[config.mk]
export PLATFORM = sky130hd
export DESIGN_NAME = iop_dispatch_flat
export DESIGN_NICKNAME = d
export VERILOG_FILES = /design/src/rtl/iop_pkg.sv /design/src/rtl/iop_dispatch_if.sv /design/src/rtl/iop_done_snoop.sv /design/src/rtl/iop_dispatch.sv /design/src/flat_wrapper.sv
export SDC_FILE = /design/constraint.sdc
export NUM_CORES = 1
export LEC_CHECK = 0
export BUFFER_PORTS_ARGS = -buffer_cell sky130_fd_sc_hd__buf_2
export CAP_MARGIN = 20
export CORE_MARGIN = 2
export CORE_UTILIZATION = 45
export CTS_CLUSTER_DIAMETER = 200
export DETAILED_ROUTE_END_ITERATION = 8
export PLACE_DENSITY = 0.79
export SYNTH_ARGS = -nofsm -noshare
export SYNTH_HDL_FRONTEND = slang
export SYNTH_HIERARCHICAL = 1
export SYNTH_SLANG_ARGS = --single-unit
[constraint.sdc]
create_clock -name clock -period 5.2 [get_ports clock]
set_input_delay 0.52 -clock clock [delete_from_list [all_inputs] [get_ports clock]]
set_output_delay 0.52 -clock clock [all_outputs]
set_load 0.01 [all_outputs]
[src/rtl/iop_pkg.sv]
`default_nettype none
// ============================================================================
// Module      : iop_pkg
// Description : Shared constants, dispatch state encoding and decode helpers
//               for the CPU-side I/O dispatcher (iop_dispatch) and its
//               completion snooper.
// Revision    : 1.0 - initial release
// ============================================================================
package iop_pkg;

    // CPU I/O function codes carried on req_func
    localparam logic [0:2] FNC_SIO = 3'd0;
    localparam logic [0:2] FNC_TIO = 3'd1;
    localparam logic [0:2] FNC_TDV = 3'd2;
    localparam logic [0:2] FNC_HIO = 3'd3;
    localparam logic [0:2] FNC_AIO = 3'd6;

    // Condition codes returned with ack
    localparam logic [0:1] CC_OK    = 2'b00;
    localparam logic [0:1] CC_NOTOP = 2'b11;

    // Completion word the IOP writes when an SIO finishes
    localparam logic [15:31] DONE_WORD_ADDR = 17'h00021;
    localparam logic [0:7]   DONE_OPCODE    = 8'h0E;

    // Devices that actually exist behind the IOP (device field 24:31)
    localparam logic [0:7] KNOWN_DEV_A = 8'd1;
    localparam logic [0:7] KNOWN_DEV_B = 8'd5;

    typedef enum logic [2:0] {
        ST_IDLE    = 3'd0,
        ST_DECODE  = 3'd1,
        ST_RUN     = 3'd2,
        ST_RELEASE = 3'd3,
        ST_RESP    = 3'd4
    } dispatch_state_e;

    function automatic logic is_known_dev(input logic [0:7] dev);
        return (dev == KNOWN_DEV_A) || (dev == KNOWN_DEV_B);
    endfunction

    function automatic logic is_supported_func(input logic [0:2] fnc);
        return (fnc == FNC_SIO) || (fnc == FNC_TIO) || (fnc == FNC_TDV) ||
               (fnc == FNC_HIO) || (fnc == FNC_AIO);
    endfunction

endpackage
`default_nettype wire

[src/rtl/iop_dispatch_if.sv]
`default_nettype none
// ============================================================================
// Module      : iop_dispatch_if
// Description : Bundles the CPU request/acknowledge handshake, the IOP
//               control outputs and the snooped memory write bus.
//               slave  : the dispatcher (drives busy/ack/iop_*)
//               master : the CPU / IOP / memory side (drives req/mem_*)
// Revision    : 1.0 - initial release
// ============================================================================
interface iop_dispatch_if;

    // CPU request / response
    logic          req;
    logic [0:2]    req_func;
    logic [21:31]  req_device;
    logic          busy;
    logic          ack;
    logic [0:1]    ack_cc;
    logic          ack_timeout;

    // IOP control
    logic          iop_active;
    logic [0:2]    iop_func;
    logic [21:31]  iop_device;

    // Snooped memory write path
    logic [15:31]  mem_address;
    logic [0:31]   mem_data;
    logic [0:3]    mem_wr_enables;

    modport slave (
        input  req, req_func, req_device,
        input  mem_address, mem_data, mem_wr_enables,
        output busy, ack, ack_cc, ack_timeout,
        output iop_active, iop_func, iop_device
    );

    modport master (
        output req, req_func, req_device,
        output mem_address, mem_data, mem_wr_enables,
        input  busy, ack, ack_cc, ack_timeout,
        input  iop_active, iop_func, iop_device
    );

endinterface
`default_nettype wire

[src/rtl/iop_done_snoop.sv]
`default_nettype none
// ============================================================================
// Module      : iop_done_snoop
// Description : Combinational detector for the IOP completion write: a full
//               word write to DONE_WORD_ADDR whose leading byte is
//               DONE_OPCODE.
// Ports       : mem_address_i    - snooped word address [15:31]
//               mem_opcode_i     - snooped write data byte [0:7]
//               mem_wr_enables_i - snooped byte enables [0:3]
//               done_o           - completion word present this cycle
// Revision    : 1.0 - initial release
// ============================================================================
module iop_done_snoop
    import iop_pkg::*;
(
    input  logic [15:31] mem_address_i,
    input  logic [0:7]   mem_opcode_i,
    input  logic [0:3]   mem_wr_enables_i,
    output logic         done_o
);

    // Partial writes never count, even to the right word with the right opcode
    assign done_o = (mem_wr_enables_i == 4'hF)
                 && (mem_address_i == DONE_WORD_ADDR)
                 && (mem_opcode_i == DONE_OPCODE);

endmodule
`default_nettype wire

[src/rtl/iop_dispatch.sv]
`default_nettype none
// ============================================================================
// Module      : iop_dispatch
// Description : CPU-side I/O dispatcher in front of the IOP. Takes one
//               request at a time; SIO to a known device drives the IOP
//               until its completion word is snooped or a timeout expires,
//               every other request is answered locally.
// Ports       : clock - system clock, rising edge
//               reset - synchronous, active-high
//               bus   - iop_dispatch_if.slave (CPU handshake, IOP control,
//                       snooped memory write bus)
// Parameters  : TIMEOUT_CYCLES - max cycles iop_active stays high per SIO
// Revision    : 1.0 - initial release
// ============================================================================
module iop_dispatch
    import iop_pkg::*;
#(
    parameter int TIMEOUT_CYCLES = 4096
) (
    input  logic          clock,
    input  logic          reset,
    iop_dispatch_if.slave bus
);

    localparam int              TW         = $clog2(TIMEOUT_CYCLES) + 1;
    localparam logic [TW-1:0]   TIMER_LAST = TW'(TIMEOUT_CYCLES - 1);
    localparam logic [TW-1:0]   TIMER_MAX  = '1;

    dispatch_state_e state_q, state_d;
    logic [TW-1:0]   timer_q, timer_d;
    logic [0:2]      func_q, func_d;
    logic [21:31]    dev_q, dev_d;
    // Outcome decided in DECODE/RUN, published on ack in RESP
    logic [0:1]      res_cc_q, res_cc_d;
    logic            res_to_q, res_to_d;
    logic            ack_q;
    logic [0:1]      ack_cc_q;
    logic            ack_to_q;
    logic            active_q;
    logic            snoop_done;

    iop_done_snoop u_snoop (
        .mem_address_i    (bus.mem_address),
        .mem_opcode_i     (bus.mem_data[0:7]),
        .mem_wr_enables_i (bus.mem_wr_enables),
        .done_o           (snoop_done)
    );

    always_comb begin
        state_d  = state_q;
        timer_d  = timer_q;
        func_d   = func_q;
        dev_d    = dev_q;
        res_cc_d = res_cc_q;
        res_to_d = res_to_q;
        case (state_q)
            ST_IDLE: begin
                if (bus.req) begin
                    func_d  = bus.req_func;
                    dev_d   = bus.req_device;
                    state_d = ST_DECODE;
                end
            end
            ST_DECODE: begin
                res_to_d = 1'b0;
                if (!is_supported_func(func_q) || !is_known_dev(dev_q[24:31])) begin
                    res_cc_d = CC_NOTOP;
                    state_d  = ST_RESP;
                end else if (func_q == FNC_SIO) begin
                    timer_d = '0;
                    state_d = ST_RUN;
                end else begin
                    res_cc_d = CC_OK;
                    state_d  = ST_RESP;
                end
            end
            ST_RUN: begin
                timer_d = (timer_q == TIMER_MAX) ? timer_q : timer_q + 1'b1;
                // Completion takes priority over a timeout in the same cycle
                if (snoop_done) begin
                    res_cc_d = CC_OK;
                    res_to_d = 1'b0;
                    state_d  = ST_RELEASE;
                end else if (timer_q == TIMER_LAST) begin
                    res_cc_d = CC_NOTOP;
                    res_to_d = 1'b1;
                    state_d  = ST_RELEASE;
                end
            end
            ST_RELEASE: state_d = ST_RESP;
            ST_RESP:    state_d = ST_IDLE;
            default:    state_d = ST_IDLE;
        endcase
    end

    always_ff @(posedge clock) begin
        if (reset) begin
            state_q  <= ST_IDLE;
            timer_q  <= '0;
            func_q   <= '0;
            dev_q    <= '0;
            res_cc_q <= '0;
            res_to_q <= 1'b0;
            ack_q    <= 1'b0;
            ack_cc_q <= '0;
            ack_to_q <= 1'b0;
            active_q <= 1'b0;
        end else begin
            state_q  <= state_d;
            timer_q  <= timer_d;
            func_q   <= func_d;
            dev_q    <= dev_d;
            res_cc_q <= res_cc_d;
            res_to_q <= res_to_d;
            // Registered from next state so iop_active and ack track the
            // state register exactly, with no decode glitches
            active_q <= (state_d == ST_RUN);
            ack_q    <= (state_d == ST_RESP);
            if (state_d == ST_RESP) begin
                ack_cc_q <= res_cc_d;
                ack_to_q <= res_to_d;
            end
        end
    end

    assign bus.busy        = (state_q != ST_IDLE);
    assign bus.ack         = ack_q;
    assign bus.ack_cc      = ack_cc_q;
    assign bus.ack_timeout = ack_to_q;
    assign bus.iop_active  = active_q;
    assign bus.iop_func    = func_q;
    assign bus.iop_device  = dev_q;

endmodule
`default_nettype wire
[src/flat_wrapper.sv]
// flat-port wrapper written by rule: the top's interface ports become plain ports
module iop_dispatch_flat import iop_pkg::*;
#(
    parameter int TIMEOUT_CYCLES = 4096
)
  (clock, reset, bus_req, bus_req_func, bus_req_device, bus_mem_address, bus_mem_data, bus_mem_wr_enables, bus_busy, bus_ack, bus_ack_cc, bus_ack_timeout, bus_iop_active, bus_iop_func, bus_iop_device);
  iop_dispatch_if bus_i ();
  input  logic clock;
  input  logic reset;
  input wire logic [$bits(bus_i.req)-1:0] bus_req;
  input wire logic [$bits(bus_i.req_func)-1:0] bus_req_func;
  input wire logic [$bits(bus_i.req_device)-1:0] bus_req_device;
  input wire logic [$bits(bus_i.mem_address)-1:0] bus_mem_address;
  input wire logic [$bits(bus_i.mem_data)-1:0] bus_mem_data;
  input wire logic [$bits(bus_i.mem_wr_enables)-1:0] bus_mem_wr_enables;
  output wire logic [$bits(bus_i.busy)-1:0] bus_busy;
  output wire logic [$bits(bus_i.ack)-1:0] bus_ack;
  output wire logic [$bits(bus_i.ack_cc)-1:0] bus_ack_cc;
  output wire logic [$bits(bus_i.ack_timeout)-1:0] bus_ack_timeout;
  output wire logic [$bits(bus_i.iop_active)-1:0] bus_iop_active;
  output wire logic [$bits(bus_i.iop_func)-1:0] bus_iop_func;
  output wire logic [$bits(bus_i.iop_device)-1:0] bus_iop_device;
  assign bus_i.req = bus_req;
  assign bus_i.req_func = bus_req_func;
  assign bus_i.req_device = bus_req_device;
  assign bus_i.mem_address = bus_mem_address;
  assign bus_i.mem_data = bus_mem_data;
  assign bus_i.mem_wr_enables = bus_mem_wr_enables;
  assign bus_busy = bus_i.busy;
  assign bus_ack = bus_i.ack;
  assign bus_ack_cc = bus_i.ack_cc;
  assign bus_ack_timeout = bus_i.ack_timeout;
  assign bus_iop_active = bus_i.iop_active;
  assign bus_iop_func = bus_i.iop_func;
  assign bus_iop_device = bus_i.iop_device;
  iop_dispatch #(.TIMEOUT_CYCLES(TIMEOUT_CYCLES)) u_core (.clock(clock), .reset(reset), .bus(bus_i));
endmodule
# --- Word-level counts from Yosys, hierarchy flattened ---
# Cells that the tools add are included.
word_totals:
  regBits: 38
  input_bits: 70
  output_inout_bits: 20
  wordCells: 64
op_classes:
  add_sub_neg: 1
  eq_ne: 19
  muxes: 18
  n_reduce_logical: 16
op_table:
  columns: ["operator", "count"]
  rows:
  - ["$mux W13", 3]
  - ["$pmux W13 S2", 1]
  - ["$eq A17 B6 Y1 const B", 1]
  - ["$eq A3 B2 Y1 const B", 5]
  - ["$mux W3", 5]
  - ["$add A13 B1 Y13 const B", 1]
  - ["$eq A13 B12 Y1 const B", 1]
  - ["$eq A13 B13 Y1 const B", 1]
  - ["$pmux W3 S4", 1]
  - ["$eq A8 B1 Y1 const B", 1]
  - ["$eq A8 B3 Y1 const B", 1]
  - ["$eq A8 B4 Y1 const B", 1]
  - ["$mux W2", 4]
  - ["$eq A3 B1 Y1 const B", 2]
  - ["$eq A3 B3 Y1 const B", 2]
  - ["$logic_not A3 Y1", 2]
  - ["$logic_or A1 B1 Y1", 6]
  - ["$eq A4 B4 Y1 const B", 1]
  - ["$ne A2 B2 Y1 const B", 2]
  - ["$pmux W2 S2", 1]
  - ["$reduce_and A4 Y1", 1]
  - ["$reduce_bool A3 Y1", 1]
  - ["$logic_and A1 B1 Y1", 2]
  - ["$logic_not A1 Y1", 2]
  - ["5 further kinds", 6]

# --- Logic depth before layout (Yosys ltp) ---
depth:
  word_depth: 10
  ltp_mapped: 7
  ltp_nobuf: 7

# --- By module ---
# The synthesis kept the hierarchy.
by_module_without_submodules:
  columns: ["mod", "instances", "cells_per_inst", "area_each_um2", "seq_area_each_um2"]
  rows:
  - ["iop_dispatch", 1, 210, 1719.1, 760.7]
  - ["iop_done_snoop", 1, 11, 102.6, 0.0]

# --- Least setup slack after synthesis ---
# OpenSTA, ideal clock, no wires.
synth_path:
  path_type: "input to register"
  start: "input bus_mem_address[3]"
  end: "register u_core.ack_to_q (netlist: u_core/bus.ack_timeout)"
  setup_ns: 0.146
  t_arrival_ns: 1.639
  required_ns: 5.054
  setup_slack_ns: 3.415
  cell_stages: 7
  n_path_buf: 0
  path_cell_list: "nor4b_2 -> nand4_1 -> nor2_1 -> nand3b_1 -> a21o_1 -> a22oi_1 -> a211oi_1"
synth_via:
  elab_chain_len: 6
  elab_cells_between_ends: 8
  cone_classes: "eq/ne: 2; mux: 4; reduce/logical: 2"
synth_rtl:
  columns: ["element", "line_no", "source"]
  rows:
  - ["from (decl)", "flat_wrapper.sv:13", "input wire logic [$bits(bus_i.mem_address)-1:0] bus_mem_address;"]
  - ["$eq A17 B6 Y1 *", "iop_done_snoop.sv:24", "&& (mem_address_i == DONE_WORD_ADDR)"]
  - ["$logic_and A1 B1 Y1 *", "iop_done_snoop.sv:24", null]
  - ["$logic_and A1 B1 Y1 *", "iop_done_snoop.sv:25", "&& (mem_opcode_i == DONE_OPCODE);"]
  - ["via u_core.snoop_done", "iop_dispatch.sv:40", "logic snoop_done;"]
  - ["$mux W3", "iop_dispatch.sv:80", "if (snoop_done) begin"]
  - ["$pmux W3 S4", "iop_dispatch.sv:56", "case (state_q)"]
  - ["$eq A3 B3 Y1", "iop_dispatch.sv:119", "if (state_d == ST_RESP) begin"]
  - ["to (signal assigned)", "iop_dispatch.sv:121", "ack_to_q <= res_to_d;"]
  - ["to (decl)", "iop_dispatch.sv:38", "logic ack_to_q;"]
# Mark *: on every way through the listed nets, which the timed path passes. The rest lies on a longest branch.
# A chain may end at the register's enable or synchronous reset.

# --- Final worst setup path ---
layout_path:
  start: "register u_core.timer_q[0]"
  end: "register u_core.ack_cc_q (netlist bit u_core/bus.ack_cc[0])"
layout_via:
  elab_chain_len: 5
  elab_cells_between_ends: 8
  cone_classes: "eq/ne: 2; mux: 6"
layout_rtl:
  columns: ["element", "line_no", "source"]
  rows:
  - ["from (decl)", "iop_dispatch.sv:30", "logic [TW-1:0] timer_q, timer_d;"]
  - ["from (signal assigned)", "iop_dispatch.sv:110", "timer_q <= timer_d;"]
  - ["$eq A13 B12 Y1 *", "iop_dispatch.sv:84", "end else if (timer_q == TIMER_LAST) begin"]
  - ["$mux W3", "iop_dispatch.sv:84", null]
  - ["$mux W3", "iop_dispatch.sv:80", null]
  - ["$pmux W3 S4", "iop_dispatch.sv:56", null]
  - ["$eq A3 B3 Y1", "iop_dispatch.sv:119", null]
  - ["to (signal assigned)", "iop_dispatch.sv:120", "ack_cc_q <= res_cc_d;"]
  - ["to (decl)", "iop_dispatch.sv:37", "logic [0:1] ack_cc_q;"]
# Every way passes the cells marked *; elsewhere a longest branch is shown, timed or not.

==> results.md <==
- Post-synth cell types: 42
- Crit end category: flop
- Kind of critical path: flop to flop
- 1st-pass router iterations: 4
- DRC viols: 0
- Global placement routability congestion: 0.7974
- Post_cts resized: 0
- Worst slack on hold paths: 0.4515 ns
- Worst-Margin Slew: 0.7240 ns
- Vias: roughly 1800
- Most frequent cells in the layout: buf_2, nand2_1, dfxtp_1
- Clk pwr share: 0.347
- Placeable Area: 0.003943 sq mm
- Share of layout cells above drive strength 1: 0.2801
- Pre-CTS setup slack: 3.069 ns
- Final setup vio count: 0
- Fmax: 478.7 MHz
- Worst-path cell chain: ha_1 > nand2_1 > nor4_1 > a22oi_1 > a311oi_1
- Worst slew margin: 0.5173
- Number of cell rows: 23
- Root Driver: clkbuf_8
- Worst-Skew Late Latency: 0.29 ns
- Top cells by area, synth: dfxtp_1, nand2_1, a21oi_1
- Drt wl/cell: 12.12 um
- Power share of the sequential group: 0.530
- Initial Util: 0.4621
- Worst Clk Skew: 0.007656 ns
- Req. time, crit path: 5.39 ns
- CTS Buf Count: 5
- H-tree depth: 2
- Layout Nets: 352
- CTS Hold Bufs: 0
- CP arrival: 2.28 ns
- Sequential cell area: 760.7 sq um
- Hold crit path type: flop to flop
- Setup crit start kind: flop
- VDD IR max: 0.2990 mV
- Fill count: between 300 and 400
- Crit path buf inv count: 0
- CTS tree: built
- Synth area leader: dfxtp_1
- Antenna cells: 0
- Switch Pwr: roughly 0.14 mW
- Period Utilization, post-route: 0.4017
- HPWL Detailed: ~2800 um
- CP max stage cell: nor4_1
- Yosys warns: 6
- Register area share after synthesis: 0.4176
- Clk sinks: 38
- Final setup margin: 3.111 ns
- Cells after Synth: ~220
- Average cell area after synthesis: 8.243 sq um
- Post-route ant nets: 0
- Final Max Tran Viols: 0
- Net Sw Frac: 0.2464
- Top FF cell, synth: dfxtp_1
- MaxCap Viol Count: 0
- Multi-input logic area: ~1000 sq um
- Die X: between 60 and 70 um
- Fin. Hold Viols: 0
- Post-CTS Setup Inserts: 0
- DR vias/cell: 5.383
- Area grow syn2layout: 23.35%
- Overflow after GRT: 0
- Routed wire length: 4025 um
- Setup TNS: 0 ns
- Largest net degree at the start of global routing: 31
- Cell Pwr Density: 261.5 mW/mm^2
- Most common cell after layout, fill and taps aside: buf_2
- Worst-path clk slew: 0.07 ns
- RSZ-0062 raised after global routing: false
- Starting DRC count in detailed routing: 100
- Outcome: complete, no violations
- Synthesized Nets: 292
- Share of the core filled with cells: 0.5700
- First-pass GRT wire length: 6520 um
- Die Area: 0.004573 sq mm
- CP top delay family: simple AND/OR/NAND/NOR gates
- FFs w/ async S/R, synth: 0
- Initial antenna violation count: 0
- I/O Pins: 90
- Area share of the largest cell type after synthesis: 0.4176
- Register bit total from synthesis: 38
- Die Height: roughly 68 um
- Bufs on Longest Clock Path: 2
- Final min period: 2.089 ns
- CP peak stage delay: 0.56 ns
- Combinational Power Share: 0.123
- Worst-path maximum fanout: 7
- Post-Syn Area: 0.001822 sq mm
- Vias in the first global route: between 1500 and 2000
- Buffers on Ports: 65
- Pint: between 0.4 and 0.5 mW
- Total track usage: 0.1863
- Number of synthesized flops with an enable pin: 0
- P_leak: 0.8973 nW
flip-flops by register name (all words and copies together), names as in the netlist:
register                cells
u_core/bus.ack              1
u_core/timer_q             13
u_core/bus.ack_cc           2
u_core/bus.iop_device      11
u_core/bus.ack_timeout      1
u_core/res_to_q             1
u_core/bus.iop_active       1
u_core/state_q              3
u_core/bus.iop_func         3
u_core/res_cc_q             2
tightest hold or removal path, stage by stage, from the launching register on:
cell and delay, ns:
dfxtp_1 0.31, nand2_1 0.05, a21oi_1 0.05
per-layer routing:
metal	track usage	part of all wire	wire (um)
met5	0	0	0
met4	0.06633	0.012	50
met3	0.05500	0.060	241
met2	0.2819	0.45	1806
met1	0.2508	0.48	1926
area by class of cell:
cell class	instances	area share
multi-input cells	164	0.4349
flip-flops and latches	38	0.3385
repair buffers	66	0.1481
clock buffers	7	0.03842
well taps	50	0.02784
inverters	6	0.01002
clock inverters	1	0.002227
power groups by stage:
stage | Clock (mW) | Combinational [mW] | Sequential (mW)
final | 0.204 | 0.0725 | 0.311
after global routing | 0.222 | 0.0822 | 0.313
after CTS | 0.213 | 0.0728 | 0.311
after detailed placement | 0 | 0.0726 | 0.318
after global placement | 0 | 0.0712 | 0.318
after floorplan | 0 | 0.0366 | 0.321
kinds of logic after synthesis:
group / count (synthesis) / synth area share
AO/OA/AOI/OAI: 54 / 0.1841
adder cells (fa/ha/maj): 1 / 0.006867
buffers and inverters: 19 / 0.04945
flip-flops: 38 / 0.4176
multiplexers: 1 / 0.005495
AND/OR/NAND/NOR: 108 / 0.3365
final timing paths:
| check | from | end | slack, ns | cells past startpoint |
|---|---|---|---|---|
| hold reg to reg | u_core/bus.iop_device[22] | u_core/bus.iop_device[22] | 0.45 | 2 |
| setup / recovery | u_core/timer_q[0] | u_core/bus.ack_cc[0] | 3.11 | 5 |
| setup reg to reg | u_core/timer_q[0] | u_core/bus.ack_cc[0] | 3.11 | 5 |
| hold / removal | u_core/bus.iop_device[22] | u_core/bus.iop_device[22] | 0.45 | 2 |
stage by stage:
| step | total power, mW | cell area (sq um) | instances |
|---|---|---|---|
| after floorplan | 0.3574 | 1822 | 221 |
| after global placement | 0.3890 | 2156 | 324 |
| after detailed placement | 0.3906 | 2156 | 324 |
| after CTS | 0.5969 | 2247 | 332 |
| after global routing | 0.6173 | 2247 | 332 |
| final | 0.5877 | 2247 | 332 |
synthesized netlist by cell type (2+ instances only):
library cell / number
nand2_1: 39
dfxtp_1: 38
a21oi_1: 29
o31ai_1: 10
or4_1: 10
nor2_1: 8
clkbuf_1: 7
inv_1: 6
nand4_1: 6
nand3_1: 5
nor3_1: 5
nand2b_1: 4
nor2b_1: 4
nor4_1: 4
buf_2: 3
nor4b_2: 3
o211ai_1: 3
or3_1: 3
a21o_1: 2
a22oi_1: 2
a311oi_1: 2
and2_1: 2
and3_1: 2
and4_1: 2
and4b_1: 2
buf_4: 2
nand3b_1: 2
nor3b_1: 2
(Power assumes the default switching activity.)
